==> config.mk <==
export PLATFORM = sky130hd
export DESIGN_NAME = uart_buffered_io
export DESIGN_NICKNAME = d
export VERILOG_FILES = /design/src/rtl/uart_pkg.sv /design/src/rtl/sync_fifo.sv /design/src/rtl/uart_buffered_io.sv
export SDC_FILE = /design/constraint.sdc
export NUM_CORES = 1
export LEC_CHECK = 0
export CAP_MARGIN = 40
export CORE_MARGIN = 10
export CORE_UTILIZATION = 60
export DETAILED_ROUTE_END_ITERATION = 16
export PLACE_DENSITY = 0.78
export SLEW_MARGIN = 40
export SYNTH_ARGS = -nofsm -noshare
export SYNTH_HDL_FRONTEND = slang
export SYNTH_SLANG_ARGS = --single-unit
==> constraint.sdc <==
create_clock -name clk -period 3.6 [get_ports clk]
set_input_delay 0.72 -clock clk [delete_from_list [all_inputs] [get_ports clk]]
set_output_delay 0.72 -clock clk [all_outputs]
set_load 0.01 [all_outputs]
==> src/rtl/uart_pkg.sv <==
// Shared types and defaults for the buffered UART.
package uart_pkg;

  localparam int unsigned CLK_PER_BIT_DEFAULT = 868;

  typedef enum logic [1:0] {TX_IDLE, TX_START, TX_DATA, TX_STOP} tx_state_t;
  typedef enum logic [1:0] {RX_IDLE, RX_START, RX_DATA, RX_STOP} rx_state_t;

endpackage

==> src/rtl/sync_fifo.sv <==
// First-word-fall-through synchronous FIFO with occupancy count.
module sync_fifo #(
  parameter int unsigned WIDTH = 8,
  parameter int unsigned DEPTH = 16
) (
  input  logic                   clk,
  input  logic                   rstn,
  input  logic                   push,
  input  logic [WIDTH-1:0]       wdata,
  input  logic                   pop,
  output logic [WIDTH-1:0]       rdata_c,
  output logic [$clog2(DEPTH):0] count,
  output logic                   full_c,
  output logic                   empty_c
);
  localparam int unsigned AW = $clog2(DEPTH);
  localparam int unsigned CW = AW + 1;

  logic [WIDTH-1:0] mem [DEPTH];
  logic [AW-1:0]    wptr;
  logic [AW-1:0]    rptr;
  logic             do_push;
  logic             do_pop;

  // Flags come from the registered count only, so a full FIFO never takes a write even if popped that cycle.
  assign full_c  = (count == CW'(DEPTH));
  assign empty_c = (count == '0);
  assign do_push = push && !full_c;
  assign do_pop  = pop && !empty_c;
  assign rdata_c = empty_c ? '0 : mem[rptr];

  always_ff @(posedge clk) begin
    if (do_push) mem[wptr] <= wdata;
  end

  always_ff @(posedge clk or negedge rstn) begin
    if (!rstn) begin
      wptr  <= '0;
      rptr  <= '0;
      count <= '0;
    end else begin
      if (do_push) wptr <= wptr + AW'(1);
      if (do_pop)  rptr <= rptr + AW'(1);
      count <= count + CW'(do_push) - CW'(do_pop);
    end
  end

endmodule

==> src/rtl/uart_buffered_io.sv <==
// 8N1 UART with FIFO-buffered transmit and receive paths and sticky error flags.
module uart_buffered_io
  import uart_pkg::*;
#(
  parameter int unsigned CLK_PER_BIT = CLK_PER_BIT_DEFAULT,
  parameter int unsigned TX_DEPTH    = 16,
  parameter int unsigned RX_DEPTH    = 16
) (
  input  logic                      clk,
  input  logic                      rstn,
  input  logic                      rx,
  output logic                      tx,
  input  logic                      wen,
  input  logic [7:0]                wdata,
  output logic                      wready,
  input  logic                      ren,
  output logic [7:0]                rdata,
  output logic                      rvalid,
  output logic [$clog2(TX_DEPTH):0] tx_count,
  output logic [$clog2(RX_DEPTH):0] rx_count,
  output logic                      overrun,
  output logic                      frame_err,
  input  logic                      err_clr
);
  localparam int unsigned BCW = $clog2(CLK_PER_BIT);

  tx_state_t        tx_state;
  logic [BCW-1:0]   tx_cnt;
  logic [2:0]       tx_bit;
  logic [7:0]       tx_sh;
  logic [7:0]       tx_head_c;
  logic             tx_full_c;
  logic             tx_empty_c;
  logic             tx_end_c;
  logic             tx_pop_c;

  rx_state_t        rx_state;
  logic             rx_s1, rx_s2, rx_prev;
  logic [BCW-1:0]   rx_cnt;
  logic [2:0]       rx_bit;
  logic [7:0]       rx_sh;
  logic             rx_full_c;
  logic             rx_empty_c;
  logic             rx_end_c;
  logic             rx_mid_c;
  logic             stop_smp_c;
  logic             rx_push_c;

  assign wready = !tx_full_c;
  assign rvalid = !rx_empty_c;

  sync_fifo #(.WIDTH(8), .DEPTH(TX_DEPTH)) u_tx_fifo (
    .clk(clk), .rstn(rstn), .push(wen), .wdata(wdata), .pop(tx_pop_c),
    .rdata_c(tx_head_c), .count(tx_count), .full_c(tx_full_c), .empty_c(tx_empty_c)
  );

  sync_fifo #(.WIDTH(8), .DEPTH(RX_DEPTH)) u_rx_fifo (
    .clk(clk), .rstn(rstn), .push(rx_push_c), .wdata(rx_sh), .pop(ren),
    .rdata_c(rdata), .count(rx_count), .full_c(rx_full_c), .empty_c(rx_empty_c)
  );

  // A new byte is taken from idle, or straight from the end of a stop bit for gapless frames.
  assign tx_end_c = (tx_cnt == BCW'(CLK_PER_BIT - 1));
  assign tx_pop_c = !tx_empty_c &&
                    ((tx_state == TX_IDLE) || ((tx_state == TX_STOP) && tx_end_c));

  // tx is registered from the state, so the line lags the state by one cycle uniformly.
  always_ff @(posedge clk or negedge rstn) begin
    if (!rstn) begin
      tx_state <= TX_IDLE;
      tx_cnt   <= '0;
      tx_bit   <= '0;
      tx_sh    <= '0;
      tx       <= 1'b1;
    end else begin
      case (tx_state)
        TX_IDLE: begin
          tx     <= 1'b1;
          tx_cnt <= '0;
          if (tx_pop_c) begin
            tx_sh    <= tx_head_c;
            tx_state <= TX_START;
          end
        end
        TX_START: begin
          tx <= 1'b0;
          if (tx_end_c) begin
            tx_cnt   <= '0;
            tx_bit   <= '0;
            tx_state <= TX_DATA;
          end else begin
            tx_cnt <= tx_cnt + BCW'(1);
          end
        end
        TX_DATA: begin
          tx <= tx_sh[0];
          if (tx_end_c) begin
            tx_cnt <= '0;
            tx_sh  <= {1'b0, tx_sh[7:1]};
            tx_bit <= tx_bit + 3'd1;
            if (tx_bit == 3'd7) tx_state <= TX_STOP;
          end else begin
            tx_cnt <= tx_cnt + BCW'(1);
          end
        end
        default: begin
          tx <= 1'b1;
          if (tx_end_c) begin
            tx_cnt <= '0;
            if (tx_pop_c) begin
              tx_sh    <= tx_head_c;
              tx_state <= TX_START;
            end else begin
              tx_state <= TX_IDLE;
            end
          end else begin
            tx_cnt <= tx_cnt + BCW'(1);
          end
        end
      endcase
    end
  end

  assign rx_end_c   = (rx_cnt == BCW'(CLK_PER_BIT - 1));
  assign rx_mid_c   = (rx_cnt == BCW'(CLK_PER_BIT / 2 - 1));
  assign stop_smp_c = (rx_state == RX_STOP) && rx_end_c;
  assign rx_push_c  = stop_smp_c && rx_s2 && !rx_full_c;

  always_ff @(posedge clk or negedge rstn) begin
    if (!rstn) begin
      rx_s1     <= 1'b1;
      rx_s2     <= 1'b1;
      rx_prev   <= 1'b1;
      rx_state  <= RX_IDLE;
      rx_cnt    <= '0;
      rx_bit    <= '0;
      rx_sh     <= '0;
      overrun   <= 1'b0;
      frame_err <= 1'b0;
    end else begin
      rx_s1   <= rx;
      rx_s2   <= rx_s1;
      rx_prev <= rx_s2;
      case (rx_state)
        RX_IDLE: begin
          rx_cnt <= '0;
          if (rx_prev && !rx_s2) rx_state <= RX_START;
        end
        RX_START: begin
          if (rx_mid_c) begin
            rx_cnt   <= '0;
            rx_bit   <= '0;
            rx_state <= rx_s2 ? RX_IDLE : RX_DATA;
          end else begin
            rx_cnt <= rx_cnt + BCW'(1);
          end
        end
        RX_DATA: begin
          if (rx_end_c) begin
            rx_cnt <= '0;
            rx_sh  <= {rx_s2, rx_sh[7:1]};
            rx_bit <= rx_bit + 3'd1;
            if (rx_bit == 3'd7) rx_state <= RX_STOP;
          end else begin
            rx_cnt <= rx_cnt + BCW'(1);
          end
        end
        default: begin
          if (rx_end_c) begin
            rx_cnt   <= '0;
            rx_state <= RX_IDLE;
          end else begin
            rx_cnt <= rx_cnt + BCW'(1);
          end
        end
      endcase
      // Sticky flags: a set in the same cycle as err_clr takes priority.
      if (stop_smp_c && rx_s2 && rx_full_c) overrun <= 1'b1;
      else if (err_clr)                     overrun <= 1'b0;
      if (stop_smp_c && !rx_s2) frame_err <= 1'b1;
      else if (err_clr)         frame_err <= 1'b0;
    end
  end

endmodule

==> out/results.tsv, run 1 <==
stage	metric	value	unit
sta	min_period_over_period	97.2	%
finish	layout.cells.non_filler	1189	
worst_setup_path	required	2.88	ns
global_routing	grt_first_pass_wirelength	42200	microns
synthesis	dominantRegCellSynth	edfxtp_1	
sta	tightestPinTransition	0.816	ns
sta	rsz0062_at_grt	false	
finish	fillers	1456	
synthesis	synthMuxAreaShare	13.2	%
sta	setup_viol	0	
sta	tns	0	ns
floorplan	fp.dieH	172	microns
worst_setup_path	crit_top_cell	mux4_2	
worst_setup_path	crit_path_start_kind	flip-flop	
synthesis	yosys.cell_types.count	53	
placement	place_congestion	0.807	
synthesis	ys_seq_area_share	69.4	%
synthesis	synth.most_common_cell	edfxtp_1	
synthesis	synth_enable_flop_cells	256	
synthesis	async_flop_share	23.4	%
synthesis	syn_area	0.0139	sq mm
synthesis	synth_common_cells	edfxtp_1, dfrtp_1, mux2i_1, nor2_1, mux4_2	
sta	finalHoldViolCount	0	
detailed_routing	vias	7201	
floorplan	initial_utilization	61.2	%
global_routing	gr-usage-met3	3.17	%
global_routing	globalRouteMet1Util	22.4	%
global_routing	use_met2	33.5	%
sta	skew	0.0179	ns
detailed_routing	ant_nets	0	
synthesis	synth-simple-area-share	6.44	%
clock_tree	clkTransAtPathRegs	0.06	ns
run_status	outcome	completed	
synthesis	synth_seq_cells	334	
detailed_routing	drtIter0Drc	610	
min_path	min_path_type	in -> async	
synthesis	synth_compound_area_share	3.31	%
detailed_routing	wire_per_inst	22.5	microns
global_routing	antenna_found_initial	0	
finish	n_antenna_cell	0	
synthesis	avgSynthCellArea	16.9	sq um
sta	maxSlewViolCount	0	
sta	period_needed	3.50	ns
synthesis	syn_nets	869	
floorplan	core_area	0.0227	sq mm
worst_setup_path	crit_chain	buf_6, mux4_2, mux4_2, and2_1, clkdlybuf4s50_1	
placement	portBuffers	36	
synthesis	synthXorXnorAreaFrac	2.33	%
worst_setup_path	crit_family	multiplexers	
detailed_routing	wl	26800	microns
clock_tree	tritoncts	yes	
clock_tree	clock_latency	0.52	ns
power	p_per_area	614	mW/mm^2
synthesis	ys_warn_count	0	
detailed_routing	dr.pass1.iters	5	
global_routing	grt_use_total	18.5	%
clock_tree	cts_buffers	35	
synthesis	yosysTopAreaCellShare	55.3	%
global_routing	grt_max_degree	79	
floorplan	fp-row-count	55	
finish	design_area	0.0157	sq mm
worst_setup_path	worst-path-max-fanout	7	
placement	dp_hpwl	16800	microns
power	p_leak	0.00566	uW
clock_tree	clk_path_buf_depth	3	
synthesis	synth_cells	820	
clock_tree	htree_levels	2	
worst_setup_path	worstPathArrival	2.78	ns
sta	hold_slack	0.239	ns
worst_setup_path	slowest_stage	mux4_2	
sta	fmax	0.286	GHz
global_routing	grt-ovfl-total	0	
synthesis	yosys.area.top_type	edfxtp_1	
flow_run	maxCapViolations	0	
floorplan	dieArea	0.0296	sq mm
synthesis	synth_top_family_by_area	multiplexers	
floorplan	die_x	172	microns
placement	dpl_cell_area	0.0146	sq mm
placement	placed_cells	1121	
placement	place_ws	0.413	ns
power	ir_drop	0.000420	V
worst_setup_path	cp.buffers_inverters	2	
floorplan	ioPinCount	37	
worst_setup_path	critPathKind	reg -> out	
worst_setup_path	cp-end-kind	primary output	
sta	setup_ws	0.101	ns
finish	finalNetCount	927	
clock_tree	clock-sinks	334	
global_routing	grt_pass1_vias	7635	
worst_setup_path	critPathMaxStageDelay	0.53	ns
global_routing	busiest_layer	met2	
detailed_routing	drc	0	
sta	slew_headroom	45.4	%
synthesis	ys_top_cells_by_area	edfxtp_1, dfrtp_1, mux4_2	
synthesis	synthAdderAreaFrac	3.26	%
clock_tree	holdBufCountCts	0	
finish	drive_gt1_share	15.9	%
clock_tree	cts-root-buf	clkbuf_16	
detailed_routing	vias_per_cell	6.06	
finish	syn_to_final_growth	13.3	%
-- worst paths after layout --
| path | to | slack (ns) | cells past startpoint | startpoint |
|---|---|---|---|---|
| max | rdata[7] | 0.10 | 5 | u_rx_fifo.rptr[0] |
| min | u_tx_fifo.count[4] | 0.24 | 1 | rstn |
| max reg2reg | u_tx_fifo.count[4] | 0.67 | 12 | u_tx_fifo.count[2] |
| min reg2reg | rx_s2 | 0.34 | 0 | rx_s1 |
| max in group asynchronous | u_tx_fifo.rptr[0] | 2.79 | 1 | rstn |
| min in group clk | rx_s2 | 0.34 | 0 | rx_s1 |
-- stage by stage --
step,total power [uW],utilization [%]
6_report,9670,69.3
5_1_grt,10100,69.3
4_1_cts,9750,69.2
3_5_place_dp,6240,64.1
3_3_place_gp,6130,64.0
2_1_floorplan,5740,-
-- registers in the layout, indices dropped and copies added (netlist names), 2 cells and up --
register / cells
rx_sh: 8
u_rx_fifo.wptr: 4
u_rx_fifo.mem: 128
rx_state: 2
tx_state: 2
u_rx_fifo.count: 5
rx_cnt: 10
rx_bit: 3
tx_bit: 3
u_tx_fifo.mem: 128
tx_cnt: 10
u_tx_fifo.rptr: 4
u_tx_fifo.wptr: 4
u_tx_fifo.count: 5
u_rx_fifo.rptr: 4
tx_sh: 8
-- cells in the final DEF, fill, tap and decap left out, types with 5 or more instances in the layout --
cell type and count:
xor2_1 13, and3_1 6, edfxtp_1 256, a32oi_1 7, nor2_1 40, clkdlybuf4s50_1 28
dfrtp_1 72, buf_4 16, and2_1 28, nand4_1 6, a22oi_1 28, mux2_2 16
a21oi_1 8, mux4_2 40, nand2_1 33, mux2i_1 58, nand2b_1 5, nor3_1 5
o21ai_0 7, mux2_1 6, ha_1 33, xnor2_1 24, clkinv_1 10, nand3_1 14
clkbuf_16 36, inv_1 26
-- final cells by class --
| class | count | area [sq um] | area share (%) |
|---|---|---|---|
| Tap cell | 285 | 357 | 2.27 |
| Multi-Input combinational cell | 426 | 3980 | 25.3 |
| Timing Repair Buffer | 55 | 539 | 3.43 |
| Clock buffer | 41 | 940 | 5.97 |
| Inverter | 26 | 97.6 | 0.620 |
| Sequential cell | 334 | 9650 | 61.3 |
| Clock inverter | 22 | 175 | 1.11 |
-- where the power goes --
part | switching (uW) | internal (uW) | total [uW]
Combinational | 800 | 744 | 1540
Sequential | 260 | 4420 | 4680
Clock | 1420 | 2020 | 3440
Total | 2480 | 7190 | 9670
-- per-layer routing --
metal,wire [microns],vias to the layer above
met5,0,-
met4,456,0
met3,1480,39
met2,14200,216
met1,10600,3680
li1,-,3266
-- logic make-up (layout without fill, tap and decap cells) --
logic type,Yosys count,after routing
flops,334,334
simple gates,167,167
mux,124,124
compound gates,63,63
buf+inv,60,144
xor+xnor,37,37
fa+ha+maj,35,35
-- timing repair --
item	in CTS	in global routing
resized for setup	3	5
pin swaps	0	0
setup endpoints to repair	8	5
buffers inserted	5	0
Power figures use the tool's default switching activity.
==> run 2, diff against run 1 <==
--- a/config.mk
+++ b/config.mk
@@ -7,9 +7,8 @@
 export LEC_CHECK = 0
 export CAP_MARGIN = 40
 export CORE_MARGIN = 10
-export CORE_UTILIZATION = 60
+export CORE_UTILIZATION = 25
 export DETAILED_ROUTE_END_ITERATION = 16
-export PLACE_DENSITY = 0.78
 export SLEW_MARGIN = 40
 export SYNTH_ARGS = -nofsm -noshare
 export SYNTH_HDL_FRONTEND = slang
==> run 2 against run 1 <==
  * Worst setup slack got worse by 0.020 ns
  * Critical path type unchanged
  * Clock-buffer cell count rose by 4
  * Critical path depth did not move
==> out/results.tsv, run 2 (synthesis gave the netlist of run 1 again) <==
stage	metric	value	unit
global_routing	antenna_found_initial	0	
power	clkPwrFrac	37.6	%
worst_setup_path	worst-r2r-cell-count	12	
worst_setup_path	r2r_slack	0.77	ns
finish	finalNetCount	937	
clock_tree	clkTransAtPathRegs	0.06	ns
worst_setup_path	cp-end-kind	primary output	
sta	finalHoldViolCount	0	
detailed_routing	dr.pass1.iters	4	
clock_tree	clock_latency	0.55	ns
worst_setup_path	regToRegStartpoint	u_rx_fifo.count[3]	
clock_tree	clk_path_buf_depth	3	
worst_setup_path	required	2.88	ns
finish	most-common-layout-cells	edfxtp_1, dfrtp_1, mux2i_1	
global_routing	grt_max_degree	64	
power	netSwitchingFraction	25.8	%
sta	min_period_over_period	97.8	%
floorplan	fp-row-count	86	
sta	hold_slack	0.162	ns
worst_setup_path	critPathMaxStageDelay	0.55	ns
worst_setup_path	crit_path_start_kind	flip-flop	
worst_setup_path	worstReg2RegEnd	u_rx_fifo.count[4]	
detailed_routing	vias	7035	
min_path	min_path_type	in -> async	
power	p_int	7330	uW
finish	layout.cells.non_filler	1663	
global_routing	grt_pass1_vias	7405	
placement	portBuffers	36	
detailed_routing	drtIter0Drc	451	
detailed_routing	vias_per_cell	4.23	
sta	setup_viol	0	
clock_tree	tritoncts	yes	
power	power_switching	2550	uW
floorplan	ioPinCount	37	
clock_tree	holdBufCountCts	0	
finish	design_area	0.0164	sq mm
worst_setup_path	worst-path-max-fanout	15	
sta	skew	0.0237	ns
detailed_routing	drc	0	
sta	rsz0062_at_grt	true	
finish	syn_to_final_growth	18.4	%
sta	tightestPinTransition	0.757	ns
power	seqPwrFrac	47.2	%
clock_tree	htree_levels	2	
worst_setup_path	crit_chain	buf_6, mux4_2, mux4_2, and2_1, clkdlybuf4s50_1	
flow_run	maxCapViolations	0	
worst_setup_path	critPathKind	reg -> out	
worst_setup_path	worstPathArrival	2.80	ns
global_routing	grt-ovfl-total	0	
floorplan	initial_utilization	25.2	%
clock_tree	postCtsSetupBuffers	0	
floorplan	core_area	0.0551	sq mm
floorplan	fp.dieH	256	microns
floorplan	dieArea	0.0654	sq mm
detailed_routing	wl	27000	microns
clock_tree	clock-sinks	334	
power	p_leak	0.00574	uW
finish	drive_gt1_share	17.0	%
clock_tree	cts_resized	2	
sta	period_needed	3.52	ns
detailed_routing	wire_per_inst	16.2	microns
finish	n_antenna_cell	0	
placement	placed_cells	1597	
detailed_routing	ant_nets	0	
run_status	outcome	completed	
sta	slew_headroom	49.4	%
placement	dp_hpwl	17700	microns
finish	mostFrequentLayoutCell	edfxtp_1	
global_routing	grt_use_total	8.28	%
clock_tree	cts_buffers	37	
finish	largest_registers	u_rx_fifo.mem (128), u_tx_fifo.mem (128)	
sta	fmax	0.284	GHz
worst_setup_path	crit_top_cell	mux4_2	
placement	place_congestion	0.755	
global_routing	grt_first_pass_wirelength	43400	microns
floorplan	die_x	256	microns
placement	dpl_cell_area	0.0152	sq mm
worst_setup_path	crit_family	multiplexers	
sta	maxSlewViolCount	0	
worst_setup_path	cp.buffers_inverters	2	
power	combPwrFrac	15.2	%
power	p_per_area	601	mW/mm^2
power	ir_drop	0.000408	V
worst_setup_path	slowest_stage	mux4_2	
clock_tree	cts-root-buf	clkbuf_16	
-- run 2: worst reg2reg max path: cells and delay by family, from the launching register on --
kind                     cells  cell delay (ns)
buffers and inverters        2             0.13
flip-flops                   1             0.41
AND/OR/NAND/NOR              4             0.83
AO/OA/AOI/OAI                1             0.15
adder cells (fa/ha/maj)      4             1.11
XOR/XNOR                     1             0.12
-- run 2: routing by layer --
metal	vias up	track usage, %	part of all wire [%]
met5	-	0	0
met4	0	2.78	2.3
met3	46	1.99	4.0
met2	114	14.2	51
met1	3594	10.0	43
li1	3281	-	-
-- run 2: power groups by stage --
stage / sequential [uW] / combinational [uW] / clock, uW
detailed placement: 4740 / 1530 / 0
floorplan: 4630 / 1110 / 0
finish: 4660 / 1500 / 3720
global placement: 4730 / 1510 / 0
global route: 4700 / 1670 / 4010
CTS: 4660 / 1550 / 3830
-- run 2: through the flow --
step / total power, uW / utilization (%) / setup TNS, ns / setup WS, ns
after detailed placement: 6280 / 27.6 / 0 / 0.521
after global routing: 10400 / 29.8 / -0.118 / -0.0491
after CTS: 10000 / 29.8 / 0 / 0.00396
final: 9880 / 29.8 / 0 / 0.0808
after global placement: 6230 / 27.6 / 0 / 0.545
after floorplan: 5740 / - / 0 / 1.00
-- run 2: worst max-delay path by stage --
stage,from,endpoint,slack (ns),cells after the start
2_1_floorplan,u_rx_fifo.rptr[1],rdata[0],1.00,5
3_3_place_gp,u_rx_fifo.rptr[0],rdata[7],0.55,5
3_5_place_dp,u_rx_fifo.rptr[0],rdata[7],0.52,5
4_1_cts,u_rx_fifo.rptr[0],rdata[6],0.004,5
5_1_grt,u_rx_fifo.rptr[0],rdata[7],-0.05,5
6_report,u_rx_fifo.rptr[0],rdata[1],0.08,5
-- run 2: final cells by class --
type / instances / area (sq um)
Clock buffer: 45 / 996
Sequential cell: 334 / 9650
Fill cell: 5458 / 38600
Timing Repair Buffer: 63 / 593
Clock inverter: 21 / 201
Tap cell: 748 / 936
Inverter: 26 / 97.6
Multi-Input combinational cell: 426 / 3970
==> run 3, diff against run 2 <==
--- a/config.mk
+++ b/config.mk
@@ -6,9 +6,10 @@
 export NUM_CORES = 1
 export LEC_CHECK = 0
 export CAP_MARGIN = 40
-export CORE_MARGIN = 10
+export CORE_MARGIN = 1.5
 export CORE_UTILIZATION = 25
 export DETAILED_ROUTE_END_ITERATION = 16
+export HOLD_SLACK_MARGIN = 0.02
 export SLEW_MARGIN = 40
 export SYNTH_ARGS = -nofsm -noshare
 export SYNTH_HDL_FRONTEND = slang
==> run 3 against run 2 <==
  * Routed wire length rose by 3.6%
  * Sequential power barely moved
  * Fmax rose by 8.0%
  * Via count barely moved
  * Combinational power rose by 15%
  * Flip-flop and latch count did not move
  * First-iteration DRC count fell by 22%
  * Largest cell class unchanged
  * Largest power group unchanged
  * Highest routed layer unchanged
  * Critical path type unchanged
  * Worst setup slack improved by 0.26 ns
==> out/results.tsv, run 3 (synthesis gave the netlist of run 1 again) <==
stage	metric	value	unit
run_status	outcome	completed	
global_routing	antenna_found_initial	0	
sta	slew_headroom	44.3	%
detailed_routing	vias	7042	
floorplan	ioPinCount	37	
sta	tns	0	ns
finish	most-common-layout-cells	edfxtp_1, dfrtp_1, mux2i_1	
finish	regArea	0.00965	sq mm
floorplan	initial_utilization	25.3	%
clock_tree	tritoncts	yes	
placement	dp_hpwl	17200	microns
detailed_routing	ant_nets	0	
finish	multi_input_area	0.00397	sq mm
floorplan	core_area	0.0550	sq mm
placement	place_congestion	0.759	
sta	rsz0062_at_grt	false	
worst_setup_path	crit_path_start_kind	flip-flop	
power	ir_drop	0.000394	V
finish	layout.cells.non_filler	1670	
flow_run	maxCapViolations	0	
worst_setup_path	cp-endpoint	rdata[5]	
worst_setup_path	regToRegStartpoint	u_rx_fifo.count[2]	
finish	syn_to_final_growth	19.7	%
worst_setup_path	crit_chain	buf_4, buf_12, mux4_1, mux4_2, and2_1, dlymetal6s2s_1	
worst_setup_path	r2r_slack	0.82	ns
placement	placed_cells	1599	
worst_setup_path	worst-r2r-cell-count	12	
sta	maxSlewViolCount	0	
sta	tightestPinTransition	0.835	ns
clock_tree	htree_levels	2	
finish	mostFrequentLayoutCell	edfxtp_1	
clock_tree	clock_latency	0.52	ns
clock_tree	cts_buffers	36	
finish	finalNetCount	945	
worst_setup_path	slowest_stage	mux4_1	
detailed_routing	drc	0	
global_routing	grt-ovfl-total	0	
worst_setup_path	cp-end-kind	primary output	
worst_setup_path	worstReg2RegEnd	u_rx_fifo.count[4]	
finish	n_antenna_cell	0	
worst_setup_path	critPathLaunch	u_rx_fifo.rptr[0]	
min_path	min_path_type	in -> async	
power	p_per_area	611	mW/mm^2
finish	drive_gt1_share	17.5	%
detailed_routing	drtIter0Drc	352	
sta	fmax	0.307	GHz
sta	skew	0.0152	ns
clock_tree	cts-root-buf	clkbuf_16	
worst_setup_path	worstPathArrival	2.54	ns
worst_setup_path	required	2.88	ns
sta	min_period_over_period	90.5	%
detailed_routing	wire_per_inst	16.7	microns
global_routing	grt_use_total	9.82	%
worst_setup_path	critPathMaxStageDelay	0.56	ns
detailed_routing	dr.pass1.iters	5	
floorplan	fp-row-count	86	
sta	period_needed	3.26	ns
sta	setup_viol	0	
finish	fillers	5387	
floorplan	fp.dieH	239	microns
worst_setup_path	critPathKind	reg -> out	
finish	largest_registers	u_rx_fifo.mem (128), u_tx_fifo.mem (128)	
clock_tree	clk_path_buf_depth	3	
sta	finalHoldViolCount	0	
clock_tree	clock-sinks	334	
global_routing	grt_first_pass_wirelength	43000	microns
floorplan	die_x	239	microns
global_routing	grt_max_degree	36	
detailed_routing	wl	27900	microns
clock_tree	clkTransAtPathRegs	0.06	ns
global_routing	grt_pass1_vias	7529	
floorplan	dieArea	0.0570	sq mm
clock_tree	holdBufCountCts	0	
power	p_leak	0.00583	uW
placement	portBuffers	36	
worst_setup_path	worst-path-max-fanout	5	
detailed_routing	vias_per_cell	4.22	
==> run 3: cell count changes in the layout (fill, tap and decap cells not counted), moves of 2 or more <==
cell,delta
bufinv_16,+2
clkbuf_8,-3
clkbuf_16,+4
inv_6,-3
buf_6,-2
clkdlybuf4s50_1,-3
buf_4,+6
dlymetal6s2s_1,+4
==> run 3: how the worst min path moves through the flow <==
stage / from / endpoint
floorplan: rx_s1 / rx_s2
global placement: rx_s1 / rx_s2
detailed placement: rx_s1 / rx_s2
CTS: rstn / rx_sh[0]
global route: rstn / u_rx_fifo.rptr[1]
finish: rstn / u_rx_fifo.rptr[3]
==> run 3: what timing repair did <==
action,CTS,global route
endpoints found under the setup margin,6,7
hold endpoints to repair,0,0
gates resized for setup,0,9
buffers inserted,0,2
gates cloned,1,4
==> run 3: cell type report <==
type,count,share of cell area [%]
Inverter,26,0.587
Timing Repair Buffer,72,4.51
Tap cell,748,5.63
Multi-Input combinational cell,426,23.8
Clock buffer,44,5.91
Sequential cell,334,58.0
Clock inverter,20,1.49
==> run 3: through the flow <==
step           hold slack, ns  util (%)  total power, uW  area (sq um)  setup slack, ns
2_1_floorplan           0.345         -             5740         13900             1.00
3_3_place_gp            0.347      27.7             6240         15200            0.523
3_5_place_dp            0.347      27.7             6280         15200            0.490
4_1_cts                 0.134      30.0            10200         16500          -0.0551
5_1_grt                 0.151      30.2            10600         16600            0.259
6_report                0.140      30.2            10200         16600            0.341
==> run 3: report_power, final <==
part | total [uW] | switching, uW | internal [uW] | leakage [uW]
registers | 4630 | 209 | 4420 | 0.00303
clock network | 3810 | 1490 | 2310 | 0.000597
logic | 1720 | 868 | 849 | 0.00220
==> run 3: critical path: cells and delay by family, from the launching register on <==
kind | cells | cell delay [ns]
buf+inv | 3 | 0.41
flops | 1 | 0.39
mux | 2 | 1.06
simple gates | 1 | 0.17
==> run 3: metal layers <==
layer / vias to the layer above / routed length (microns) / track usage (%)
li1: 3297 / - / -
met1: 3575 / 11800 / 11.7
met2: 126 / 14600 / 17.9
met3: 44 / 1020 / 2.04
met4: 0 / 550 / 2.72
met5: - / 0 / 0
